===== config.mk =====
export PLATFORM = sky130hd
export DESIGN_NAME = seg_display_peripheral_flat
export DESIGN_NICKNAME = d
export VERILOG_FILES = /design/src/rtl/seg_display_peripheral_if.sv /design/src/rtl/seg_display_peripheral.sv /design/src/flat_wrapper.sv
export SDC_FILE = /design/constraint.sdc
export NUM_CORES = 1
export LEC_CHECK = 0
export CAP_MARGIN = 20
export CORE_ASPECT_RATIO = 0.7
export CORE_MARGIN = 5
export CORE_UTILIZATION = 57
export CTS_CLUSTER_DIAMETER = 50
export CTS_CLUSTER_SIZE = 10
export DETAILED_ROUTE_END_ITERATION = 12
export GPL_TIMING_DRIVEN = 0
export HOLD_SLACK_MARGIN = 0.12
export PLACE_DENSITY = 0.79
export SYNTH_ARGS = -nofsm -noshare
export SYNTH_HDL_FRONTEND = slang
export SYNTH_SLANG_ARGS = --single-unit

===== constraint.sdc =====
create_clock -name clk -period 2.6 [get_ports clk]
set_clock_uncertainty 0.05 [all_clocks]
set_input_delay 0.65 -clock clk [delete_from_list [all_inputs] [get_ports clk]]
set_output_delay 0.65 -clock clk [all_outputs]
set_load 0.01 [all_outputs]

===== src/rtl/seg_display_peripheral_if.sv =====
// Bus-side connection of the 7-segment display peripheral: chip select,
// register address, single-cycle write strobe/data and the combinational
// read-back path into the top-level read mux.
interface seg_display_peripheral_if #(
  parameter int ADDR_W = 11
);
  logic              cs;
  logic [ADDR_W-1:0] addr;
  logic [7:0]        wrBus;
  logic              we;
  logic [7:0]        rdBus;

  modport master (
    output cs,
    output addr,
    output wrBus,
    output we,
    input  rdBus
  );

  modport slave (
    input  cs,
    input  addr,
    input  wrBus,
    input  we,
    output rdBus
  );
endinterface


===== src/rtl/seg_display_peripheral.sv =====
// Multiplexed 4-digit 7-segment display peripheral for the dashboard board.
// Holds per-digit data registers and a control register, scans the digits
// with a prescaled tick chain, blanks the first tick of every digit slot to
// avoid ghosting, and dims the display with a 16-level PWM. The digit data
// and display mode are latched into shadow registers at each slot start so
// a CPU write never changes a digit halfway through its slot.
module seg_display_peripheral #(
  parameter int DIGITS   = 4,
  parameter int TICK_DIV = 312,
  parameter int ADDR_W   = 11
) (
  input  logic                    clk,
  input  logic                    reset,
  seg_display_peripheral_if.slave bus,
  output logic [7:0]              seg,
  output logic [DIGITS-1:0]       dig
);

  localparam int PRESC_W = $clog2(TICK_DIV);
  localparam int DIG_W   = $clog2(DIGITS);
  localparam logic [PRESC_W-1:0] PRESC_LAST = PRESC_W'(TICK_DIV - 1);
  localparam logic [DIG_W-1:0]   DIGIT_LAST = DIG_W'(DIGITS - 1);

  logic [ADDR_W-1:0]  addr_full;
  logic [2:0]         reg_sel;
  logic               wr_en;
  logic               ctrl_clear;
  logic               run;
  logic               tick_wrap;
  logic               slot_start;
  logic               lit;

  logic [7:0]         data_q [DIGITS];
  logic [7:0]         ctrl_q;
  logic               ctrl_en;

  logic [PRESC_W-1:0] presc;
  logic [3:0]         tick_idx;
  logic [DIG_W-1:0]   digit_idx;

  logic [7:0]         shadow_data;
  logic               shadow_hex;
  logic [3:0]         shadow_bright;

  logic [6:0]         hex_seg;
  logic [7:0]         pattern;
  logic [7:0]         seg_next;
  logic [DIGITS-1:0]  dig_next;
  logic [7:0]         rd_data;
  logic               guard_active;

  assign addr_full = bus.addr;
  assign reg_sel   = 3'(addr_full);
  assign wr_en     = bus.cs & bus.we;
  assign ctrl_en   = ctrl_q[0];

  // A CTRL write that clears EN stops the scan on the very edge it lands,
  // even if that edge would otherwise advance the counters.
  assign ctrl_clear = wr_en && (reg_sel == 3'd4) && !bus.wrBus[0];
  assign run        = ctrl_en && !ctrl_clear;
  assign tick_wrap  = (presc == PRESC_LAST);
  assign slot_start = run && (presc == '0) && (tick_idx == 4'd0);

  // CPU-visible registers; reserved CTRL bits are stored as zero.
  always_ff @(posedge clk) begin
    if (reset) begin
      for (int i = 0; i < DIGITS; i++) begin
        data_q[i] <= 8'h00;
      end
      ctrl_q <= 8'h00;
    end else if (wr_en) begin
      case (reg_sel)
        3'd0, 3'd1, 3'd2, 3'd3: data_q[reg_sel[1:0]] <= bus.wrBus;
        3'd4:                   ctrl_q <= bus.wrBus & 8'hF3;
        default:                ;
      endcase
    end
  end

  // Prescaler -> tick index -> digit index chain, held at zero while disabled.
  always_ff @(posedge clk) begin
    if (reset || !run) begin
      presc     <= '0;
      tick_idx  <= 4'd0;
      digit_idx <= '0;
    end else if (tick_wrap) begin
      presc    <= '0;
      tick_idx <= tick_idx + 4'd1;
      if (tick_idx == 4'd15) begin
        digit_idx <= (digit_idx == DIGIT_LAST) ? '0 : digit_idx + DIG_W'(1);
      end
    end else begin
      presc <= presc + PRESC_W'(1);
    end
  end

  // Capture the digit's data and display mode once per slot to prevent tearing.
  always_ff @(posedge clk) begin
    if (reset) begin
      shadow_data   <= 8'h00;
      shadow_hex    <= 1'b0;
      shadow_bright <= 4'd0;
    end else if (slot_start) begin
      shadow_data   <= data_q[digit_idx];
      shadow_hex    <= ctrl_q[1];
      shadow_bright <= ctrl_q[7:4];
    end
  end

  // Standard hex-to-7-segment decode, segment order {g,f,e,d,c,b,a}.
  always_comb begin
    hex_seg = 7'h00;
    case (shadow_data[3:0])
      4'h0: hex_seg = 7'h3F;
      4'h1: hex_seg = 7'h06;
      4'h2: hex_seg = 7'h5B;
      4'h3: hex_seg = 7'h4F;
      4'h4: hex_seg = 7'h66;
      4'h5: hex_seg = 7'h6D;
      4'h6: hex_seg = 7'h7D;
      4'h7: hex_seg = 7'h07;
      4'h8: hex_seg = 7'h7F;
      4'h9: hex_seg = 7'h6F;
      4'hA: hex_seg = 7'h77;
      4'hB: hex_seg = 7'h7C;
      4'hC: hex_seg = 7'h39;
      4'hD: hex_seg = 7'h5E;
      4'hE: hex_seg = 7'h79;
      4'hF: hex_seg = 7'h71;
      default: hex_seg = 7'h00;
    endcase
  end

  assign pattern = shadow_hex ? {shadow_data[7], hex_seg} : shadow_data;

  // Tick 0 of each slot is the blanking guard; ticks 1..BRIGHT light the digit.
  assign lit = run && (tick_idx != 4'd0) && (tick_idx <= shadow_bright);

  // Next drive values for the registered display outputs.
  always_comb begin
    seg_next = 8'h00;
    dig_next = '1;
    if (lit) begin
      seg_next = pattern;
      dig_next = ~(DIGITS'(1) << digit_idx);
    end
  end

  // Registered display outputs, dark out of reset.
  always_ff @(posedge clk) begin
    if (reset) begin
      seg <= 8'h00;
      dig <= '1;
    end else begin
      seg <= seg_next;
      dig <= dig_next;
    end
  end

  assign guard_active = ctrl_en && (tick_idx == 4'd0);

  // Read-back mux; the top-level read mux qualifies it with cs.
  always_comb begin
    rd_data = 8'h00;
    case (reg_sel)
      3'd0, 3'd1, 3'd2, 3'd3: rd_data = data_q[reg_sel[1:0]];
      3'd4:                   rd_data = ctrl_q;
      3'd5:                   rd_data = {{(8 - DIG_W - 1){1'b0}}, guard_active, digit_idx};
      default:                rd_data = 8'h00;
    endcase
  end

  assign bus.rdBus = rd_data;

endmodule


===== src/flat_wrapper.sv =====
// flat-port wrapper written by rule: the top's interface ports become plain ports
module seg_display_peripheral_flat 
#(
  parameter int DIGITS   = 4,
  parameter int TICK_DIV = 312,
  parameter int ADDR_W   = 11
)
  (clk, reset, seg, dig, bus_cs, bus_addr, bus_wrBus, bus_we, bus_rdBus);
  seg_display_peripheral_if #(.ADDR_W(ADDR_W)) bus_i ();
  input  logic clk;
  input  logic reset;
  output logic [7:0] seg;
  output logic [DIGITS-1:0] dig;
  input wire logic [$bits(bus_i.cs)-1:0] bus_cs;
  input wire logic [$bits(bus_i.addr)-1:0] bus_addr;
  input wire logic [$bits(bus_i.wrBus)-1:0] bus_wrBus;
  input wire logic [$bits(bus_i.we)-1:0] bus_we;
  output wire logic [$bits(bus_i.rdBus)-1:0] bus_rdBus;
  assign bus_i.cs = bus_cs;
  assign bus_i.addr = bus_addr;
  assign bus_i.wrBus = bus_wrBus;
  assign bus_i.we = bus_we;
  assign bus_rdBus = bus_i.rdBus;
  seg_display_peripheral #(.DIGITS(DIGITS), .TICK_DIV(TICK_DIV), .ADDR_W(ADDR_W)) u_core (.clk(clk), .reset(reset), .bus(bus_i), .seg(seg), .dig(dig));
endmodule

-- Word-level counts from Yosys, hierarchy flattened
Memories as Yosys holds them, arrays and structs flattened. A register that Yosys moved wholly into a read port is not among the register bits.
Index checks and enable logic that the tools add are counted.
W data, S select, Z words.
- bits in registers: 38
- bits in writable memories: 32
- bits in read-only memories: 112
- input port bits: 23
- output and inout bits: 20
- word-level logic and storage cells: 60
- memories kept: 2
- memories (name ; words ; width ; read ports ; clocked after memory_dff ; wr ports ; RTL line ; RTL):
    (no name shown) ; 16 ; 7 ; 1 ; 0 ; 0 ; seg_display_peripheral.sv:113 ; case (shadow_data[3:0])
    u_core.data_q ; 4 ; 8 ; 2 ; 1 ; 4 ; seg_display_peripheral.sv:33 ; logic [7:0] data_q [DIGITS];
- add/subtract/negate cells: 3
- magnitude comparators: 1
- equality and inequality tests: 8
- shift-type cells: 1
- muxes and demuxes: 12
- bitwise operators: 3
- reductions and logical operators: 22
- operators by type and width (cell ; count):
    $pmux W8 S3 ; 1
    $add A9 B1 Y9 const B ; 1
    $eq A9 B9 Y1 const B ; 1
    $logic_not A9 Y1 ; 1
    $logic_and A1 B1 Y1 ; 8
    $mux W8 ; 1
    $reduce_or A8 Y1 ; 1
    $mux W1 ; 7
    $mux W7 ; 1
    $eq A3 B2 Y1 const B ; 2
    $eq A3 B3 Y1 const B ; 2
    $add A4 B1 Y4 const B ; 1
    $eq A4 B4 Y1 const B ; 1
    $le A4 B4 Y1 ; 1
    $logic_not A4 Y1 ; 1
    $mux W2 ; 2
    $not A4 Y4 ; 1
    $reduce_and A2 Y1 ; 2
    $reduce_bool A4 Y1 ; 1
    $reduce_or A2 Y1 ; 2
    $reduce_or A4 Y1 ; 1
    $shl A1 B2 Y4 const A ; 1
    $eq A3 B1 Y1 const B ; 1
    $logic_not A1 Y1 ; 3
    6 further kinds ; 6

-- Longest topological paths before layout
Gate-level depths: netlist (run 1).
- word-level depth: 9
- mapped depth: 7
- depth with buffers taken out: 6

-- Least setup slack after synthesis (run 1)
No wires, ideal clock.
- path type: input-to-reg
- from: input port bus_addr[0]
- to: memory u_core.data_q[0][0], enable pin
- arrival: 1.859 ns
- slack: 0.307 ns
- stages on the path: 4
- buffers on the path: 2
- cell sequence: or2_1 buf_6 clkbuf_1 o21ai_0
- RTL lines (what ; RTL line ; RTL):
    start, declared ; flat_wrapper.sv:15 ; input wire logic [$bits(bus_i.addr)-1:0] bus_addr;
    end, declared ; seg_display_peripheral.sv:33 ;

-- Worst setup path in the final report (run 1)
- from: input port bus_addr[1]
- to: output port bus_rdBus[6]
- longest elaborated chain between the ends: 3
- elaborated cells on any way between the ends: 9
- classes of those cells: eq/ne: 5; mux: 1; reduce/logical: 2; memory: 1
- ends and longest elaborated chain (what ; RTL line ; RTL):
    $eq A3 B1 Y1, or another cell as far along ; seg_display_peripheral.sv:165 ; case (reg_sel)
    $reduce_or A4 Y1 ; seg_display_peripheral.sv:165 ;
    $pmux W8 S3 (*) ; seg_display_peripheral.sv:165 ;
    end, declared ; flat_wrapper.sv:18 ; output wire logic [$bits(bus_i.rdBus)-1:0] bus_rdBus;
Mark *: on every way between the ends. The rest lies on a longest branch, timed or not.

==> metrics.txt, run 1 <==
outcome=finished, final reports clean; largest net degree at the start of global routing=14; global-route wire length before repair=15.86 mm; Reg clk slew, reported paths=70 ps; switch share=0.2441; Ys Warns=0; vias in the first global route=3112; initial antenna violation count=0; unrepaired setup endpoints after global routing=no; fin crit share=0.9754; via count=3211; IO Port Bufs=33; Placed Instance Area=4494 sq um; CP endpoint kind=output port; DRT iter0 DRCs=289; Netlist cell types=44; Placeable Area=6819 sq um; Post-Syn Area=4024 sq um; Die X=110.4 microns; Max clock buf depth=2; Slowest cell on crit path=dlygate4sd2_1; static leakage=1.642 nW; final std cells w/o fill=545; buffers plus inverters on the worst setup path=4; Post-synth EDFFs=32; CP peak stage delay=300 ps; worst path cell trace=clkdlybuf4s15_2 > buf_6 > mux4_1 > inv_1 > o21ai_0 > dlygate4sd2_1; Req. time, crit path=1900 ps; placement row count=25; worst path arrival time=1840 ps; Die Y=80.30 microns; first-pass detailed-route iteration total=5; Synth Register Bits=78; Final ANT Viol Nets=0; max_slew headroom=0.4596; Seq pwr share=0.564; Cell Pwr Density=493.6 nW/um^2; Mean Syn Cell Area=10.24 sq um; crit path kind=input port to output port; GRT overflow=0; Cell Int Power=1.774 mW; worst r2r src=u_core.presc[2]; CTS buffer count=9; CTS Hold Bufs=0; Final #Nets=488; pins over their slew limit=0; Seq/Total Area, Yosys=0.4677; Max-cap violations=0; CP Launch Point=bus_addr[1]; syn_nets=435; Tightest Pin Transition=802.1 ps; total wire length=9.613 mm; r2r setup slk=460 ps; latest clock arrival within the worst-skew pair=360 ps; Peak Freq=0.3943 GHz; Design Area, Final=4755 sq um; Vias/cell=5.892; # IOs=43; startpoint types=input port; asr flop ratio synth=0; hpwl dp=6.928 mm; Placed Instances=523; Comb power frac=0.083; fraction of layout cells with a size suffix above 1=0.1552; Final min period=2536 ps; worst vdd ir=0.2724 mV; CTS tree=built; hold_sp=u_core.presc[0]; clock tree sinks=78; DRC Markers=0; n_diodes=0; FF+latch area=1882 sq um; Multi-input gate area=1947 sq um; GRT Total Usage=0.2297; Fill cells=519; CP delay by family, top=buffers and inverters; worst hold path class=register to register; commonest register cell after synthesis=dfxtp_1; DR WL/cell=17.64 microns; clock share of power=0.353; CTS root buf=clkbuf_8; gpl congestion=0.9192; CP max FO=7; final hold violations=0; final setup violation count=0; Switch Pwr=0.5728 mW; CTS H-tree depth=3; Area Growth Syn to Fin=18.16%; die area=8867 sq um; Synth Instances=393; Initial Util=0.5901
==> layout by cell type (no fill, tap or decap), drive strengths merged, types with 2 or more instances in the layout <==
cell / instances
buf: 23
o21ai: 29
a21oi: 26
inv: 30
clkinv: 4
mux4: 16
nand4: 3
nor2: 44
dfxtp: 46
nand2b: 9
ha: 19
nor4: 5
mux2i: 8
and3: 3
edfxtp: 32
xnor2: 9
o311ai: 2
mux2: 3
dlygate4sd2: 4
or2: 3
o211ai: 2
a22oi: 2
nor3: 9
nand3: 30
and2: 7
clkbuf: 24
a211oi: 2
clkdlybuf4s50: 23
nor2b: 4
nand2: 20
==> metal layers <==
layer | GRT usage | part of all wire
met4 | 0.08118 | 0.014
met5 | 0 | 0
met1 | 0.3109 | 0.45
met3 | 0.05497 | 0.082
met2 | 0.3632 | 0.45
==> worst register-to-register path, stage by stage, from the launching register on <==
cell      delay, ps
dfxtp_1         300
clkbuf_1        180
nor4_1          570
nand3_1         260
clkbuf_1        290
o21ai_0         280
a21oi_1          90
==> worst paths after layout <==
| path | to | cells after the start |
|---|---|---|
| hold / removal | u_core.presc[0] | 1 |
| hold reg to reg | u_core.presc[0] | 1 |
| setup reg to reg | u_core.shadow_bright[0] | 6 |
| setup / recovery | bus_rdBus[6] | 6 |
==> registers in the layout, indices dropped and copies added (netlist names) <==
name	flops
u_core.shadow_data	8
u_core.shadow_hex	1
u_core.presc	9
u_core.shadow_bright	4
u_core.digit_idx	2
u_core.seg	8
u_core.data_q	32
u_core.tick_idx	4
u_core.ctrl_q	6
u_core.dig	4
==> kinds of logic (layout without fill, tap and decap cells) <==
kind of cell	Yosys count	after routing	synth area share
and+or+nand+nor	140	140	0.1738
DFF	78	78	0.4677
AOI/OAI and AO/OA	68	68	0.1039
buffers and inverters	51	109	0.05317
muxes	27	27	0.1206
adders and majority gates	19	19	0.05908
xor gates and xnor gates	10	10	0.02177
==> power groups by stage <==
stage	sequential (mW)	clock, mW	combinational, mW
final	1.32	0.830	0.194
after CTS	1.32	0.849	0.189
after detailed placement	1.35	0	0.182
after global routing	1.33	0.903	0.207
after floorplan	1.34	0	0.100
after global placement	1.35	0	0.175
==> synthesized netlist by cell type (2+ instances only) <==
cell	instances	area share
and2_1	7	0.011
nand3_1	29	0.036
o21ai_0	29	0.036
nand4_1	3	0.0047
nor4_2	2	0.0062
clkbuf_1	12	0.011
nor2b_1	4	0.0062
o211ai_1	2	0.0037
nor3_1	8	0.010
nor4_1	3	0.0047
inv_1	29	0.027
and3_1	3	0.0047
dfxtp_1	46	0.23
mux2_2	3	0.0084
a22oi_1	2	0.0037
o311ai_4	2	0.013
mux4_2	13	0.073
nor2_1	43	0.040
a211oi_1	2	0.0037
nand2b_1	9	0.014
a21oi_1	26	0.032
mux2i_1	8	0.020
edfxtp_1	32	0.24
or2_1	3	0.0047
mux4_1	3	0.020
nand2_1	20	0.019
xnor2_1	9	0.020
buf_2	6	0.0075
buf_4	2	0.0037
ha_1	19	0.059
==> through the flow <==
stage | setup slack, ps | util | power (mW) | hold WS, ps | setup TNS, ps
4_1_cts | 7.485 | 0.6971 | 2.361 | 434.8 | 0
3_3_place_gp | -995.0 | 0.6558 | 1.524 | 413.1 | -34590
2_1_floorplan | 307.0 | - | 1.443 | 391.5 | 0
3_5_place_dp | -939.3 | 0.6591 | 1.533 | 417.6 | -25520
5_1_grt | 3.933 | 0.6972 | 2.436 | 455.4 | 0
6_report | 64.08 | 0.6972 | 2.347 | 434.3 | 0
==> area by class of cell <==
cell class / count / share of cell area
Buffer: 22 / 0.02579
Clock buffer: 11 / 0.03000
Clock inverter: 5 / 0.007105
Inverter: 29 / 0.02289
Multi-Input combinational cell: 264 / 0.4095
Sequential cell: 78 / 0.3958
Tap cell: 94 / 0.02474
Timing Repair Buffer: 42 / 0.08421
==> timing repair <==
item | 4_1_cts | 5_1_grt
buffers inserted | 6 | 0
setup endpoints to repair | 28 | 12
cloned | 0 | 0
pin swaps | 0 | 1
gates resized for setup | 37 | 6
No activity file was read; power rests on OpenSTA's default activity.
==> run 2: changes to the inputs <==
--- a/config.mk
+++ b/config.mk
@@ -5,6 +5,7 @@
 export SDC_FILE = /design/constraint.sdc
 export NUM_CORES = 1
 export LEC_CHECK = 0
+export ABC_CLOCK_PERIOD_IN_PS = 2600
 export CAP_MARGIN = 20
 export CORE_ASPECT_RATIO = 0.7
 export CORE_MARGIN = 5
==> results of run 2 <==
Final layout, timing and power as in run 1 (identical DEF).
==> run 3: changes to the inputs <==
--- a/config.mk
+++ b/config.mk
@@ -5,8 +5,8 @@
 export SDC_FILE = /design/constraint.sdc
 export NUM_CORES = 1
 export LEC_CHECK = 0
-export ABC_CLOCK_PERIOD_IN_PS = 2600
-export CAP_MARGIN = 20
+export ABC_CLOCK_PERIOD_IN_PS = 3200
+export CAP_MARGIN = 10
 export CORE_ASPECT_RATIO = 0.7
 export CORE_MARGIN = 5
 export CORE_UTILIZATION = 57
==> constraint.sdc (replaced) <==
create_clock -name clk -period 3.2 [get_ports clk]
set_clock_uncertainty 0.05 [all_clocks]
set_input_delay 0.8 -clock clk [delete_from_list [all_inputs] [get_ports clk]]
set_output_delay 0.8 -clock clk [all_outputs]
set_load 0.01 [all_outputs]
==> metrics.txt, run 3 (synthesis results as in run 1) <==
outcome=finished, final reports clean; Reg clk slew, reported paths=70 ps (about the same); latest clock arrival within the worst-skew pair=350 ps (about the same); pins over their slew limit=0 (unchanged); worst path arrival time=2240 ps (+400 ps); n_diodes=0 (unchanged); crit path kind=input port to output port; global-route wire length before repair=15.82 mm (-0.26%); DRT iter0 DRCs=276 (-4.5%); DR WL/cell=17.69 microns (+0.28%); Peak Freq=0.3238 GHz; final setup margin=111.2 ps (+47.12 ps); Area Growth Syn to Fin=17.29%; vias in the first global route=3081 (-1.0%); Req. time, crit path=2350 ps (+450 ps); Placed Instances=522 (-0.19%); Fill cells=544 (+4.8%); Max-cap violations=0 (unchanged); worst r2r src=u_core.presc[2]; total power=1.893 mW (-19%); placement row count=25 (unchanged); GRT Total Usage=0.2288 (-0.0009153); largest net degree at the start of global routing=14 (unchanged); CTS buffer count=9 (unchanged); Biggest register=u_core.data_q; Setup TNS=0 ps (unchanged); Cell Pwr Density=401.1 nW/um^2 (-19%); fraction of layout cells with a size suffix above 1=0.1336 (-0.02158); final hold violations=0 (unchanged); fin crit share=0.9653; final setup violation count=0 (unchanged); first-pass detailed-route iteration total=4 (-1); Largest regs=u_core.data_q x32, u_core.presc x9; static leakage=1.639 nW (-0.15%); final std cells w/o fill=543 (-0.37%); most frequent cells in the layout=46 x dfxtp_1, 42 x nor2_1, 32 x edfxtp_1; CTS root buf=clkbuf_8; worst hold path class=register to register; worst reg2reg path depth=6 (unchanged); Die X=110.4 microns (unchanged); hpwl dp=6.981 mm (+0.77%); Worst Hold Depth=2 (+1); Placeable Area=6819 sq um (unchanged); CTS H-tree depth=3 (unchanged); Tightest Pin Transition=985.0 ps (+182.9 ps); r2r setup slk=1160 ps (+700 ps); via count=3164 (-1.5%); hold_sp=u_core.shadow_bright[3]; IO Port Bufs=33 (unchanged); end of the worst hold path=u_core.shadow_bright[3]; Vias/cell=5.827 (-1.1%); DRC Markers=0 (unchanged); die area=8867 sq um (unchanged); unrepaired setup endpoints after global routing=no; Design Area, Final=4720 sq um (-0.74%); max reg flops=32 (unchanged); worst vdd ir=0.2196 mV (-19%); CP endpoint kind=output port; CTS tree=built; initial antenna violation count=0 (unchanged); startpoint types=input port; GRT overflow=0 (unchanged); Final min period=3089 ps; CP max FO=6 (-1); commonest non-fill, non-tap cell in the layout=dfxtp_1; clock tree sinks=78 (unchanged); DP Worst Slack=-614.2 ps (+325.1 ps); Initial Util=0.5901 (unchanged); Die Y=80.30 microns (unchanged); max_slew headroom=0.3389 (-0.1207); Placed Instance Area=4487 sq um (-0.17%); Crit Reg-Reg Endpoint=u_core.shadow_data[6]; total wire length=9.605 mm (about the same); Max clock buf depth=2 (unchanged); Final #Nets=486 (-0.41%); Final ANT Viol Nets=0 (unchanged); gpl congestion=0.9192 (unchanged); # IOs=43 (unchanged)
[run 3: cell count changes in the layout (fill, tap and decap cells not counted), sizes merged]
cell           change
clkdlybuf4s50      +2
clkbuf             -2
dlymetal6s2s       +2
buf                -5
clkinv             -1
inv                +1
clkinvlp           +1
[run 3: critical path, stage by stage]
cell and delay, ps:
buf_2 190, buf_8 160, mux4_2 480, nor2b_1 140, clkdlybuf4s50_1 480
[run 3: area by class of cell]
cell class / count / area, sq um / area share
Buffer: 22 / 122.6 / 0.02598
Clock buffer: 10 / 137.6 / 0.02916
Clock inverter: 6 / 35.03 / 0.007423
Inverter: 29 / 108.9 / 0.02306
Multi-Input combinational cell: 264 / 1938 / 0.4107
Sequential cell: 78 / 1882 / 0.3987
Tap cell: 94 / 117.6 / 0.02492
Timing Repair Buffer: 40 / 377.9 / 0.08006
[run 3: worst max-delay path by stage]
stage / cells past startpoint / end / slack (ps) / startpoint
after floorplan: 4 / bus_rdBus[4] / 660 / bus_addr[0]
after global placement: 6 / bus_rdBus[0] / -610 / bus_addr[0]
after detailed placement: 6 / bus_rdBus[0] / -610 / bus_addr[0]
after CTS: 5 / bus_rdBus[5] / 10 / bus_addr[0]
after global routing: 6 / bus_rdBus[2] / 1 / u_core.tick_idx[0]
final: 5 / bus_rdBus[3] / 110 / bus_addr[0]
[run 3: routing by layer]
layer / share of wire / wire length, microns / track usage / up-vias
li1: - / - / - / 1506
met4: 0.0095 / 91 / 0.06642 / 0
met2: 0.45 / 4296 / 0.3584 / 121
met1: 0.46 / 4453 / 0.3174 / 1526
met5: 0 / 0 / 0 / -
met3: 0.079 / 763 / 0.05572 / 11
[run 3: what timing repair did]
item,4_1_cts,5_1_grt
setup endpoints to repair,8,6
cloned,0,0
buffers inserted,4,0
resized for setup,17,5
hold buffers,0,0
[run 3: per-stage QoR]
stage | utilization | hold slack, ps
finish | 0.6921 | 430.8
global route | 0.6921 | 448.9
CTS | 0.6905 | 430.8
detailed placement | 0.6580 | 416.5
global placement | 0.6558 | 413.1
floorplan | - | 391.5
[run 3: report_power, final]
group / switching (mW) / total (mW) / leakage [nW] / internal, mW
clock: 0.362 / 0.662 / 0.0927 / 0.299
sequential: 0.0147 / 1.08 / 0.677 / 1.06
combinational: 0.0831 / 0.156 / 0.869 / 0.0725
